$ cat src/rtl/pipe_ctrl_pkg.sv
// rtl/pipe_ctrl_pkg.sv - shared pipeline control types for the hazard sequencer
package pipe_ctrl_pkg;

  typedef enum logic [1:0] {
    RUN      = 2'd0,
    MEM_WAIT = 2'd1,
    DRAIN    = 2'd2,
    HALTED   = 2'd3
  } hz_state_e;

  // Per-stage register controls; a flush wins over the enable in the stage register.
  typedef struct packed {
    logic pc_en;
    logic if_id_en;
    logic if_id_flush;
    logic id_ex_en;
    logic id_ex_flush;
    logic ex_mem_en;
    logic mem_wb_flush;
  } stage_ctrl_t;

  // Everything advances, nothing squashed.
  localparam stage_ctrl_t STAGE_RUN = '{
    pc_en: 1'b1, if_id_en: 1'b1, if_id_flush: 1'b0, id_ex_en: 1'b1,
    id_ex_flush: 1'b0, ex_mem_en: 1'b1, mem_wb_flush: 1'b0};

  // Memory not ready: hold PC..EX/MEM and push a bubble into WB.
  localparam stage_ctrl_t STAGE_FREEZE = '{
    pc_en: 1'b0, if_id_en: 1'b0, if_id_flush: 1'b0, id_ex_en: 1'b0,
    id_ex_flush: 1'b0, ex_mem_en: 1'b0, mem_wb_flush: 1'b1};

  // Halted: every register holds.
  localparam stage_ctrl_t STAGE_HOLD = '{
    pc_en: 1'b0, if_id_en: 1'b0, if_id_flush: 1'b0, id_ex_en: 1'b0,
    id_ex_flush: 1'b0, ex_mem_en: 1'b0, mem_wb_flush: 1'b0};

endpackage

$ cat src/rtl/pipe_hazard_sequencer_if.sv
// rtl/pipe_hazard_sequencer_if.sv - hazard request and stage control bundle
interface pipe_hazard_sequencer_if #(
  parameter int CNT_W = 32
);
  logic             i_load_use;
  logic             i_br_taken_ex;
  logic             i_mem_req;
  logic             i_mem_ready;
  logic             i_halt_req;
  logic             i_resume;
  logic             o_pc_en;
  logic             o_if_id_en;
  logic             o_if_id_flush;
  logic             o_id_ex_en;
  logic             o_id_ex_flush;
  logic             o_ex_mem_en;
  logic             o_mem_wb_flush;
  logic             o_mem_err;
  logic             o_halted;
  logic [1:0]       o_state;
  logic [CNT_W-1:0] o_stall_cnt;
  logic [CNT_W-1:0] o_flush_cnt;

  // Pipeline side: raises hazard requests, consumes stage controls.
  modport master (
    output i_load_use, i_br_taken_ex, i_mem_req, i_mem_ready, i_halt_req, i_resume,
    input  o_pc_en, o_if_id_en, o_if_id_flush, o_id_ex_en, o_id_ex_flush,
           o_ex_mem_en, o_mem_wb_flush, o_mem_err, o_halted, o_state,
           o_stall_cnt, o_flush_cnt
  );

  // Sequencer side.
  modport slave (
    input  i_load_use, i_br_taken_ex, i_mem_req, i_mem_ready, i_halt_req, i_resume,
    output o_pc_en, o_if_id_en, o_if_id_flush, o_id_ex_en, o_id_ex_flush,
           o_ex_mem_en, o_mem_wb_flush, o_mem_err, o_halted, o_state,
           o_stall_cnt, o_flush_cnt
  );
endinterface

$ cat src/rtl/pipe_hazard_sequencer_sat_counter.sv
// rtl/pipe_hazard_sequencer_sat_counter.sv - saturating event counter
module sat_counter #(
  parameter int W = 32
) (
  input  logic         clk,
  input  logic         clear,
  input  logic         inc,
  output logic [W-1:0] count
);

  // Count qualifying cycles, stick at all-ones instead of wrapping.
  always_ff @(posedge clk) begin
    if (clear) begin
      count <= '0;
    end else if (inc && (count != {W{1'b1}})) begin
      count <= count + W'(1);
    end
  end

endmodule

$ cat src/rtl/pipe_hazard_sequencer.sv
// rtl/pipe_hazard_sequencer.sv - stall/flush scheduler for the 5-stage pipeline
module pipe_hazard_sequencer
  import pipe_ctrl_pkg::*;
#(
  parameter int MEM_TIMEOUT  = 16,
  parameter int DRAIN_CYCLES = 4,
  parameter int CNT_W        = 32
) (
  input logic                    i_clk,
  input logic                    i_reset,
  pipe_hazard_sequencer_if.slave hz
);

  localparam logic [1:0] S_RUN      = RUN;
  localparam logic [1:0] S_MEM_WAIT = MEM_WAIT;
  localparam logic [1:0] S_DRAIN    = DRAIN;
  localparam logic [1:0] S_HALTED   = HALTED;

  localparam int WAIT_W  = $clog2(MEM_TIMEOUT + 1);
  localparam int DRAIN_W = (DRAIN_CYCLES > 1) ? $clog2(DRAIN_CYCLES) : 1;

  logic [1:0]         state, state_nxt;
  logic [WAIT_W-1:0]  wait_cnt, wait_nxt;
  logic [DRAIN_W-1:0] drain_cnt, drain_nxt;
  stage_ctrl_t        ctl;
  logic               mem_err;
  logic               halted;
  logic               stall_inc;
  logic               flush_inc;
  logic               mem_stall;

  assign mem_stall = hz.i_mem_req & ~hz.i_mem_ready;

  // Priority resolution of the hazard sources and next-state selection.
  always_comb begin
    ctl       = STAGE_RUN;
    mem_err   = 1'b0;
    halted    = 1'b0;
    stall_inc = 1'b0;
    flush_inc = 1'b0;
    state_nxt = state;
    wait_nxt  = wait_cnt;
    drain_nxt = drain_cnt;
    if (!i_reset) begin
      case (state)
        S_RUN: begin
          if (mem_stall) begin
            // Branch/load-use stay asserted while EX/ID are frozen; they are served later.
            ctl       = STAGE_FREEZE;
            stall_inc = 1'b1;
            state_nxt = S_MEM_WAIT;
            wait_nxt  = WAIT_W'(1);
          end else if (hz.i_br_taken_ex) begin
            ctl.if_id_flush = 1'b1;
            ctl.id_ex_flush = 1'b1;
            flush_inc       = 1'b1;
          end else if (hz.i_load_use) begin
            ctl.pc_en       = 1'b0;
            ctl.if_id_en    = 1'b0;
            ctl.id_ex_flush = 1'b1;
            stall_inc       = 1'b1;
          end else if (hz.i_halt_req) begin
            state_nxt = S_DRAIN;
            drain_nxt = '0;
          end
        end
        S_MEM_WAIT: begin
          if (hz.i_mem_ready) begin
            state_nxt = S_RUN;
            wait_nxt  = '0;
          end else if (wait_cnt == WAIT_W'(MEM_TIMEOUT)) begin
            // Give up on the access: report it and drop it from MEM/WB.
            mem_err          = 1'b1;
            ctl.mem_wb_flush = 1'b1;
            state_nxt        = S_RUN;
            wait_nxt         = '0;
          end else begin
            ctl       = STAGE_FREEZE;
            stall_inc = 1'b1;
            wait_nxt  = wait_cnt + WAIT_W'(1);
          end
        end
        S_DRAIN: begin
          ctl.pc_en       = 1'b0;
          ctl.if_id_flush = 1'b1;
          if (mem_stall) begin
            ctl       = STAGE_FREEZE;
            stall_inc = 1'b1;
          end else if (hz.i_load_use && !hz.i_br_taken_ex) begin
            // Keep the dependent instruction in ID instead of squashing it; drain holds.
            ctl.if_id_flush = 1'b0;
            ctl.if_id_en    = 1'b0;
            ctl.id_ex_flush = 1'b1;
            stall_inc       = 1'b1;
          end else begin
            if (hz.i_br_taken_ex) begin
              ctl.id_ex_flush = 1'b1;
              flush_inc       = 1'b1;
            end
            if (drain_cnt == DRAIN_W'(DRAIN_CYCLES - 1)) begin
              state_nxt = S_HALTED;
              drain_nxt = '0;
            end else begin
              drain_nxt = drain_cnt + DRAIN_W'(1);
            end
          end
        end
        S_HALTED: begin
          ctl    = STAGE_HOLD;
          halted = 1'b1;
          if (hz.i_resume) begin
            state_nxt = S_RUN;
          end
        end
        default: state_nxt = S_RUN;
      endcase
    end
  end

  // State and sequencing counters.
  always_ff @(posedge i_clk) begin
    if (i_reset) begin
      state     <= S_RUN;
      wait_cnt  <= '0;
      drain_cnt <= '0;
    end else begin
      state     <= state_nxt;
      wait_cnt  <= wait_nxt;
      drain_cnt <= drain_nxt;
    end
  end

  sat_counter #(.W(CNT_W)) u_stall_cnt (
    .clk   (i_clk),
    .clear (i_reset),
    .inc   (stall_inc),
    .count (hz.o_stall_cnt)
  );

  sat_counter #(.W(CNT_W)) u_flush_cnt (
    .clk   (i_clk),
    .clear (i_reset),
    .inc   (flush_inc),
    .count (hz.o_flush_cnt)
  );

  assign hz.o_pc_en        = ctl.pc_en;
  assign hz.o_if_id_en     = ctl.if_id_en;
  assign hz.o_if_id_flush  = ctl.if_id_flush;
  assign hz.o_id_ex_en     = ctl.id_ex_en;
  assign hz.o_id_ex_flush  = ctl.id_ex_flush;
  assign hz.o_ex_mem_en    = ctl.ex_mem_en;
  assign hz.o_mem_wb_flush = ctl.mem_wb_flush;
  assign hz.o_mem_err      = mem_err;
  assign hz.o_halted       = halted;
  assign hz.o_state        = state;

endmodule

$ cat src/flat_wrapper.sv
// flat-port wrapper written by rule: the top's interface ports become plain ports
module pipe_hazard_sequencer_flat import pipe_ctrl_pkg::*;
#(
  parameter int MEM_TIMEOUT  = 16,
  parameter int DRAIN_CYCLES = 4,
  parameter int CNT_W        = 32
)
  (i_clk, i_reset, hz_i_load_use, hz_i_br_taken_ex, hz_i_mem_req, hz_i_mem_ready, hz_i_halt_req, hz_i_resume, hz_o_pc_en, hz_o_if_id_en, hz_o_if_id_flush, hz_o_id_ex_en, hz_o_id_ex_flush, hz_o_ex_mem_en, hz_o_mem_wb_flush, hz_o_mem_err, hz_o_halted, hz_o_state, hz_o_stall_cnt, hz_o_flush_cnt);
  pipe_hazard_sequencer_if #(.CNT_W(CNT_W)) hz_i ();
  input logic i_clk;
  input logic i_reset;
  input wire logic [$bits(hz_i.i_load_use)-1:0] hz_i_load_use;
  input wire logic [$bits(hz_i.i_br_taken_ex)-1:0] hz_i_br_taken_ex;
  input wire logic [$bits(hz_i.i_mem_req)-1:0] hz_i_mem_req;
  input wire logic [$bits(hz_i.i_mem_ready)-1:0] hz_i_mem_ready;
  input wire logic [$bits(hz_i.i_halt_req)-1:0] hz_i_halt_req;
  input wire logic [$bits(hz_i.i_resume)-1:0] hz_i_resume;
  output wire logic [$bits(hz_i.o_pc_en)-1:0] hz_o_pc_en;
  output wire logic [$bits(hz_i.o_if_id_en)-1:0] hz_o_if_id_en;
  output wire logic [$bits(hz_i.o_if_id_flush)-1:0] hz_o_if_id_flush;
  output wire logic [$bits(hz_i.o_id_ex_en)-1:0] hz_o_id_ex_en;
  output wire logic [$bits(hz_i.o_id_ex_flush)-1:0] hz_o_id_ex_flush;
  output wire logic [$bits(hz_i.o_ex_mem_en)-1:0] hz_o_ex_mem_en;
  output wire logic [$bits(hz_i.o_mem_wb_flush)-1:0] hz_o_mem_wb_flush;
  output wire logic [$bits(hz_i.o_mem_err)-1:0] hz_o_mem_err;
  output wire logic [$bits(hz_i.o_halted)-1:0] hz_o_halted;
  output wire logic [$bits(hz_i.o_state)-1:0] hz_o_state;
  output wire logic [$bits(hz_i.o_stall_cnt)-1:0] hz_o_stall_cnt;
  output wire logic [$bits(hz_i.o_flush_cnt)-1:0] hz_o_flush_cnt;
  assign hz_i.i_load_use = hz_i_load_use;
  assign hz_i.i_br_taken_ex = hz_i_br_taken_ex;
  assign hz_i.i_mem_req = hz_i_mem_req;
  assign hz_i.i_mem_ready = hz_i_mem_ready;
  assign hz_i.i_halt_req = hz_i_halt_req;
  assign hz_i.i_resume = hz_i_resume;
  assign hz_o_pc_en = hz_i.o_pc_en;
  assign hz_o_if_id_en = hz_i.o_if_id_en;
  assign hz_o_if_id_flush = hz_i.o_if_id_flush;
  assign hz_o_id_ex_en = hz_i.o_id_ex_en;
  assign hz_o_id_ex_flush = hz_i.o_id_ex_flush;
  assign hz_o_ex_mem_en = hz_i.o_ex_mem_en;
  assign hz_o_mem_wb_flush = hz_i.o_mem_wb_flush;
  assign hz_o_mem_err = hz_i.o_mem_err;
  assign hz_o_halted = hz_i.o_halted;
  assign hz_o_state = hz_i.o_state;
  assign hz_o_stall_cnt = hz_i.o_stall_cnt;
  assign hz_o_flush_cnt = hz_i.o_flush_cnt;
  pipe_hazard_sequencer #(.MEM_TIMEOUT(MEM_TIMEOUT), .DRAIN_CYCLES(DRAIN_CYCLES), .CNT_W(CNT_W)) u_core (.i_clk(i_clk), .i_reset(i_reset), .hz(hz_i));
endmodule
$ cat config.mk
export PLATFORM = sky130hd
export DESIGN_NAME = pipe_hazard_sequencer_flat
export DESIGN_NICKNAME = d
export VERILOG_FILES = /design/src/rtl/pipe_ctrl_pkg.sv /design/src/rtl/pipe_hazard_sequencer_if.sv /design/src/rtl/pipe_hazard_sequencer_sat_counter.sv /design/src/rtl/pipe_hazard_sequencer.sv /design/src/flat_wrapper.sv
export SDC_FILE = /design/constraint.sdc
export NUM_CORES = 1
export LEC_CHECK = 0
export CAP_MARGIN = 0
export CELL_PAD_IN_SITES_DETAIL_PLACEMENT = 0
export CELL_PAD_IN_SITES_GLOBAL_PLACEMENT = 1
export CORE_MARGIN = 2
export CORE_UTILIZATION = 30
export DETAILED_ROUTE_END_ITERATION = 16
export GPL_TIMING_DRIVEN = 0
export PLACE_DENSITY_LB_ADDON = 0.1
export SLEW_MARGIN = 5
export SYNTH_ARGS = -nofsm -noshare
export SYNTH_HDL_FRONTEND = slang
export SYNTH_HIERARCHICAL = 1
export SYNTH_SLANG_ARGS = --single-unit
export TNS_END_PERCENT = 30
$ cat constraint.sdc
create_clock -name i_clk -period 2.6 [get_ports i_clk]
set_input_delay 0.52 -clock i_clk [delete_from_list [all_inputs] [get_ports i_clk]]
set_output_delay 0.52 -clock i_clk [all_outputs]
set_load 0.02 [all_outputs]
[Yosys cells after proc, flatten, opt, wreduce, memory -nomap -nowiden]
Index checks and enable logic that the tools add are counted.
Word-level totals
  register bits after elaboration: 73
  output and inout bits: 75
  word-level logic and storage cells: 100
Operators by class
  add/sub/neg operators: 4
  equal/unequal tests: 20
  muxes and demuxes: 59
  bitwise operators: 2
  reduce and logical (&&, ||, !) cells: 10
Operator list (number)
  $add A32 B1 Y32 const B: 2
  $ne A32 B32 Y1 const B: 2
  $mux W2: 22
  $pmux W7 S4: 1
  $mux W1: 24
  $mux W5: 3
  $mux W7: 2
  $ne A2 B2 Y1 const B: 7
  $ne A3 B2 Y1 const B: 4
  $pmux W5 S2: 1
  $pmux W2 S4: 1
  $reduce_and A8 Y1: 1
  $reduce_and A7 Y1: 1
  $eq A2 B2 Y1 const B: 3
  $mux W6: 1
  $add A5 B1 Y5 const B: 1
  $eq A5 B5 Y1 const B: 1
  $ne A2 B1 Y1 const B: 2
  $pmux W2 S2: 1
  $reduce_bool A2 Y1: 2
  $logic_and A1 B1 Y1: 3
  $mux W3: 1
  $pmux W1 S3: 1
  $add A2 B1 Y2 const B: 1
  other kinds (7): 7

[Depth between registers and ports, before layout]
Gate-level depths: netlist (run 1).
  depth in word-level cells: 7
  depth in mapped cells: 10

[Cells and area by module]
The synthesis (run 1) kept the hierarchy.
Modules (own cells, without submodules)
  sat_counter (u_core.u_flush_cnt): instances 1, cells an instance 199, area each 1674.1 um^2, sequential area each 640.6 um^2
  sat_counter (u_core.u_stall_cnt): instances 1, cells an instance 187, area each 1606.5 um^2, sequential area each 640.6 um^2
  pipe_hazard_sequencer: instances 1, cells an instance 80, area each 675.6 um^2, sequential area each 180.2 um^2

[Least setup slack after synthesis (run 1)]
OpenSTA, ideal clock, no wires.
  path kind: input to register
  start point: input port hz_i_mem_ready
  end point: register u_core.u_flush_cnt.count[31]
  library setup time: 0.121 ns
  data arrival time: 2.587 ns
  data required time: 2.479 ns
  slack: -0.107 ns
  cell stages on the path: 10
  path buffers: 1
  cell sequence: nand2b_1 > buf_6 > nand2_1 > nor2_1 > and2_1 > nand4_1 > nor4_2 > nand4_1 > nor4_1 > mux2_2
On the way
  word-level cells in the longest chain between the ends: 6
  elaborated cells between the ends (all ways): 7
Ends and longest elaborated chain
  start: declaration: RTL line flat_wrapper.sv:15  | input wire logic [$bits(hz_i.i_mem_ready)-1:0] hz_i_mem_ready;
  $not A1 Y1 *: RTL line pipe_hazard_sequencer.sv:32  | assign mem_stall = hz.i_mem_req & ~hz.i_mem_ready;
  $and A1 B1 Y1 *: RTL line pipe_hazard_sequencer.sv:32
  $mux W1, on equally long branches: RTL line pipe_hazard_sequencer.sv:86, pipe_hazard_sequencer.sv:47
  $pmux W1 S2 *: RTL line pipe_hazard_sequencer.sv:45  | case (state)
  $mux W1 *: RTL line pipe_hazard_sequencer.sv:44  | if (!i_reset) begin
  via u_core.flush_inc: RTL line pipe_hazard_sequencer.sv:29  | logic flush_inc;
  $logic_and A1 B1 Y1 *: RTL line pipe_hazard_sequencer_sat_counter.sv:15  | end else if (inc && (count != {W{1'b1}})) begin
  end signal: assignment: RTL line pipe_hazard_sequencer_sat_counter.sv:16  | count <= count + W'(1);
  end: declaration: RTL line pipe_hazard_sequencer_sat_counter.sv:8  | output logic [W-1:0] count
The timed path passes the listed nets; every way through them passes the cells marked *.
A chain may end at the register's enable or synchronous reset.

[Worst setup path after layout (run 1)]
  start point: input port i_reset
  end point: output port hz_o_if_id_en
On the way
  word-level cells in the longest chain between the ends: 1
Ends and longest elaborated chain
  start: declaration: RTL line flat_wrapper.sv:11  | input logic i_reset;
  $mux W7: RTL line pipe_hazard_sequencer.sv:44
  end: declaration: RTL line flat_wrapper.sv:19  | output wire logic [$bits(hz_i.o_if_id_en)-1:0] hz_o_if_id_en;
No other way between the ends.

==> qor.yml, run 1 <==
yosys.area.top_type_share_pct: 36.9
hold_path_depth: 2
drtIter0Drc: 194
crit_arrival_ns: 2.00
synth_flop_cell: "dfxtp_1"
cts_tree: "built"
first_pass_iters: 4
relSlewSlack_pct: 51.1
dpl_worst_slack_ns: -1.14
yosysSeqAreaShare_pct: 36.9
crit_path_max_incr_delay_ns: 0.54
n_antenna_cell: 0
postSynth.asyncResetShare_pct: 0
yosys_warnings: 6
max-vdd-ir-drop_mv: 0.342
hold_ws_ns: 0.490
drt-total-wl_um: 11700
status: "finished clean"
synth_edf_count: 0
via_count: 4050
cts_made_buffers: 9
slowest_stage: "clkdlybuf4s50_1"
synth_area_per_cell_um2: 8.49
min_to: "u_core/drain_cnt[1]"
cts_max_level: 3
insertion_delay_ns: 0.34
grt_max_degree: 13
critical_path_required_ns: 2.08
switching_share_pct: 22.4
area_growth_pct: 39.5
worst-path-buf-inv: 2
power_density_mw_per_mm2: 549
hpwl_um: 8330
ys_types: 63
wl_per_cell_um: 15.7
path_cells: "dlygate4sd2_1 > or2_1 > o2bb2ai_4 > nand2_1 > clkdlybuf4s50_1"
fp.dieH_um: 119
cts_buffer_depth: 2
syn_nets: 479
clk_pin_slew_ns: 0.06
p_clk_share_pct: 51.8
seqPwrFrac_pct: 38.2
layout.nets: 580
r2r_cells: 10
grt_pass1_vias: 3785
hp-class: "reg2reg"
p_int_mw: 2.35
ant_nets: 0
antenna_found_initial: 0
hp-start: "u_core/drain_cnt[1]"
final_cells: 744
cp_max_fo: 9
fp.dieW_um: 119
place.gp.congestion: 0.777
grt_pass1_wl_um: 19300
reg2reg_slack_ns: 0.16
switchingPower_mw: 0.680
slew_violations: 0
start_kind: "primary input"
critPathKind: "in2out"
rows: 41
dieArea_mm2: 0.0141
clockRootBuffer: "clkbuf_16"
synthTopCellsByArea: "dfxtp_1 (37%), a21oi_1 (5.8%), or3_1 (4.4%)"
hold_viol: 0
via_per_inst: 5.44
fin_crit_sh_pct: 97.0
r2r_start: "u_core/hz.o_state[0]"
yosys.area.top_type: "dfxtp_1"
finalPower_mw: 3.03
leakagePower_nw: 1.79
fmaxAchievable_mhz: 396
r2r-end: "u_core/u_flush_cnt/count[19]"
synthCells: 466
core_area_mm2: 0.0127
combPwrFrac_pct: 10.0
place_inst: 720
ys_ff_latch: 73
end_kind: "primary output"
post-route-util_pct: 43.4
max_slew.worst_pin.slew_ns: 0.728
start_util_pct: 31.1
gr-total-overflow: 0
min_period_ns: 2.52
finalWorstSetupSlack_ns: 0.0779
numPortBuffers: 82
io_pins: 83
path_delay_family: "buffers and inverters"
grtUsageTotal_pct: 16.9
layout-drive-gt1-share_pct: 13.8
clock_skew_ns: 0.00667
synth_area_mm2: 0.00396
max_cap_viol_count: 0
finalSetupViolCount: 0
cts_sinks: 73
drc: 0
==> through the flow <==
stage / TNS, ns / instance area, µm²
floorplan: -0.00374 / 3970
global placement: -24.19 / 5000
global route: -0.0000213 / 5520
finish: 0 / 5520
detailed placement: -25.60 / 5000
CTS: 0 / 5440
==> cell families (layout without fill, tap and decap cells) <==
family	after synthesis	after routing	share of synthesized area [%]
mux	5	5	1.36
buf+inv	32	138	3.98
flops	73	73	36.9
simple gates	211	211	31.1
xor+xnor	18	18	3.98
compound gates	122	122	21.1
fa+ha+maj	5	5	1.58
==> power groups by stage <==
stage | combinational, mW | clock, mW | sequential (mW)
final | 0.303 | 1.57 | 1.16
after global routing | 0.328 | 1.66 | 1.16
after CTS | 0.295 | 1.62 | 1.15
after detailed placement | 0.293 | 0 | 1.18
after global placement | 0.293 | 0 | 1.18
after floorplan | 0.178 | 0 | 1.19
==> metal layers <==
| layer | vias to the layer above | share of wire, % | routed length (µm) | GRT usage [%] |
|---|---|---|---|---|
| li1 | 1974 | - | - | - |
| met1 | 1966 | 47 | 5450 | 21.8 |
| met2 | 102 | 48 | 5620 | 27.4 |
| met3 | 8 | 4.5 | 525 | 5.22 |
| met4 | 0 | 0.99 | 116 | 4.61 |
| met5 | - | 0 | 0 | 0 |
==> what timing repair did <==
item,CTS,global route
setup endpoints to repair,42,25
hold buffers,0,0
gates resized for setup,15,22
gates cloned,0,0
buffers inserted,6,2
pin swaps,5,4
==> placed cells by master (no fill, tap or decap), drive strengths merged, types with 8 or more instances in the layout <==
cell type and instances:
o21ai 31, clkdlybuf4s50 74, nand3 32, xor2 10, xnor2 8, nand2 23, nor4 8, and3 12
or3 30, dfxtp 73, clkbuf 25, o31ai 16, buf 18, a21oi 49, nor2 35, inv 8
nand4 17, nor3 8, or4 15
==> worst min-delay path: stages (launching register included) <==
cell     delay [ns]
dfxtp_1        0.33
a32oi_1        0.06
nor2_1         0.07
==> registers in the layout (all words and copies together), names as in the netlist <==
signal and cells:
u_core/u_flush_cnt/count 32, u_core/u_stall_cnt/count 32, u_core/wait_cnt 5, u_core/drain_cnt 2, u_core/hz.o_state 2
==> worst max path at each step <==
stage                               from                           end  slack [ns]  cells after the start
floorplan           u_core/hz.o_state[0]  u_core/u_stall_cnt/count[30]      -0.004                      9
global placement          hz_i_mem_ready  u_core/u_flush_cnt/count[31]       -1.09                     11
detailed placement        hz_i_mem_ready  u_core/u_flush_cnt/count[31]       -1.14                     11
CTS                   u_core/wait_cnt[0]                 hz_o_if_id_en       0.004                      6
global route               hz_i_load_use  u_core/u_stall_cnt/count[30]    -0.00002                      9
finish                           i_reset                 hz_o_if_id_en        0.08                      5
==> synth_stat cells (7+ instances only) <==
cell type   n
clkbuf_1   11
nand4_1    16
nand3_1    31
nand2_1    23
o21ai_0    21
and3_1     10
or3_1      28
or4_1      15
dfxtp_1    73
xor2_1     10
nor2_1     35
o21ai_1     7
xnor2_1     8
o31ai_1    15
a21oi_1    46
and4_1      7
inv_1       7
nor3_1      7
==> cell type report <==
cell class                      instances  area [µm²]
Buffer                                 23         130
Multi-Input combinational cell        361        2410
Fill cell                            1318        7200
Sequential cell                        73        1470
Timing Repair Buffer                   90         875
Tap cell                              172         215
Inverter                                9        38.8
Clock buffer                           11         253
Clock inverter                          5         125
Note: power is estimated with default switching activity, not from simulation.
==> inputs of run 2 (changes only) <==
--- a/config.mk
+++ b/config.mk
@@ -10,6 +10,7 @@
 export CELL_PAD_IN_SITES_GLOBAL_PLACEMENT = 1
 export CORE_MARGIN = 2
 export CORE_UTILIZATION = 30
+export CTS_BUF_LIST = sky130_fd_sc_hd__clkbuf_4
 export DETAILED_ROUTE_END_ITERATION = 16
 export GPL_TIMING_DRIVEN = 0
 export PLACE_DENSITY_LB_ADDON = 0.1
==> qor.yml, run 2 (synthesis results as in run 1) <==
grtUsageTotal_pct: 16.6
leakagePower_nw: 1.75
worstSetupStartpoint: "hz_i_br_taken_ex"
rsz0062_at_grt: "true"
cts_sinks: 73
wl_per_cell_um: 15.4
fp.dieH_um: 119
final_area_mm2: 0.00538
mostFrequentLayoutCells: "clkdlybuf4s50_1 (71), dfxtp_1 (70), a21oi_1 (46)"
via_count: 3975
antenna_found_initial: 0
ant_nets: 0
crit_top_cell: "a21oi_1"
grt_pass1_wl_um: 19100
crit_path_max_incr_delay_ns: 0.48
r2r_start: "u_core/wait_cnt[0]"
n_antenna_cell: 0
critical_path_required_ns: 2.97
drtIter0Drc: 183
drc: 0
fmaxAchievable_mhz: 404
rows: 41
slew_violations: 0
clock_skew_ns: 0.0139
gr-total-overflow: 0
layout.nets: 585
placed_cell_area_mm2: 0.00500
post-route-util_pct: 42.3
relSlewSlack_pct: 52.3
numPortBuffers: 82
place.gp.congestion: 0.777
via_per_inst: 5.31
cts_buffer_depth: 2
fp.dieW_um: 119
core_area_mm2: 0.0127
cts_max_level: 3
finalPower_mw: 2.46
io_pins: 83
path_cells: "clkdlybuf4s50_1 > nand2b_1 > a21oi_1 > o21a_2 > inv_2 > nor4_4 > o21ai_4 > or4_1 > a21oi_1"
clockRootBuffer: "clkbuf_4"
dieArea_mm2: 0.0141
cp_max_fo: 7
status: "finished clean"
area_growth_pct: 35.9
mostFrequentLayoutCell: "clkdlybuf4s50_1"
final_cells: 749
dpl_worst_slack_ns: -1.14
reg2reg_slack_ns: 0.14
reg_top3: "u_core/u_flush_cnt/count: 32 flops, u_core/u_stall_cnt/count: 32 flops, u_core/wait_cnt: 5 flops"
max-vdd-ir-drop_mv: 0.264
hpwl_um: 8330
grt_max_degree: 13
max_slew.worst_pin.slew_ns: 0.710
cts_tree: "built"
slowest_stage: "clkdlybuf4s50_1"
end_kind: "flop"
hold_viol: 0
grt_pass1_vias: 3765
insertion_delay_ns: 0.45
hold_buffers: 0
finalWorstSetupSlack_ns: 0.126
max_cap_viol_count: 0
hp-start: "u_core/u_stall_cnt/count[28]"
power_density_mw_per_mm2: 458
critPathKind: "in2reg"
cts_made_buffers: 9
fin_crit_sh_pct: 95.1
min_period_ns: 2.47
start_kind: "primary input"
drt-total-wl_um: 11500
clk_pin_slew_ns: 0.12
layout-drive-gt1-share_pct: 14.0
hp-class: "reg2reg"
crit_arrival_ns: 2.84
place_inst: 720
fillCellCount: 1346
first_pass_iters: 4
finalSetupViolCount: 0
start_util_pct: 31.1
run 2: final timing paths:
path                                  end  cells past startpoint
min reg2reg  u_core/u_stall_cnt/count[28]                      2
min          u_core/u_stall_cnt/count[28]                      2
max reg2reg  u_core/u_stall_cnt/count[30]                     10
max          u_core/u_stall_cnt/count[30]                      9
run 2: final cells by class:
| cell class | instances | area [µm²] | area share, % |
|---|---|---|---|
| multi-input cells | 361 | 2410 | 44.8 |
| clock inverters | 7 | 133 | 2.47 |
| well taps | 172 | 215 | 4.00 |
| clock buffers | 9 | 67.6 | 1.26 |
| flip-flops and latches | 73 | 1470 | 27.3 |
| repair buffers | 95 | 916 | 17.0 |
| inverters | 9 | 38.8 | 0.721 |
| plain buffers | 23 | 133 | 2.47 |
run 2: what timing repair did:
action	4_1_cts	5_1_grt
endpoints found under the setup margin	32	26
pin swaps	5	3
buffers inserted	5	8
gates resized for setup	18	23
run 2: per-stage QoR:
| stage | hold slack (ns) | TNS, ns |
|---|---|---|
| 2_1_floorplan | 0.458 | -0.00374 |
| 3_3_place_gp | 0.476 | -24.19 |
| 3_5_place_dp | 0.486 | -25.60 |
| 4_1_cts | 0.510 | 0 |
| 5_1_grt | 0.545 | -0.0335 |
| 6_report | 0.509 | 0 |
run 2: per-layer routing:
metal  up-vias  routed length (µm)  GRT usage, %
met1      1900                5490          21.7
met5         -                   0             0
met3         7                 466          4.79
met4         0                  94          3.94
li1       1987                   -             -
met2        81                5470          26.9
run 2: where the power goes:
group,switching (mW),total (mW),internal (mW)
registers,0.0209,1.16,1.14
logic,0.177,0.308,0.132
clock network,0.421,0.996,0.576
run 2: worst max-delay path: cells and delay by family:
kind	cells	cell delay (ns)
buf+inv	2	0.56
simple gates	3	1.09
compound gates	4	0.67
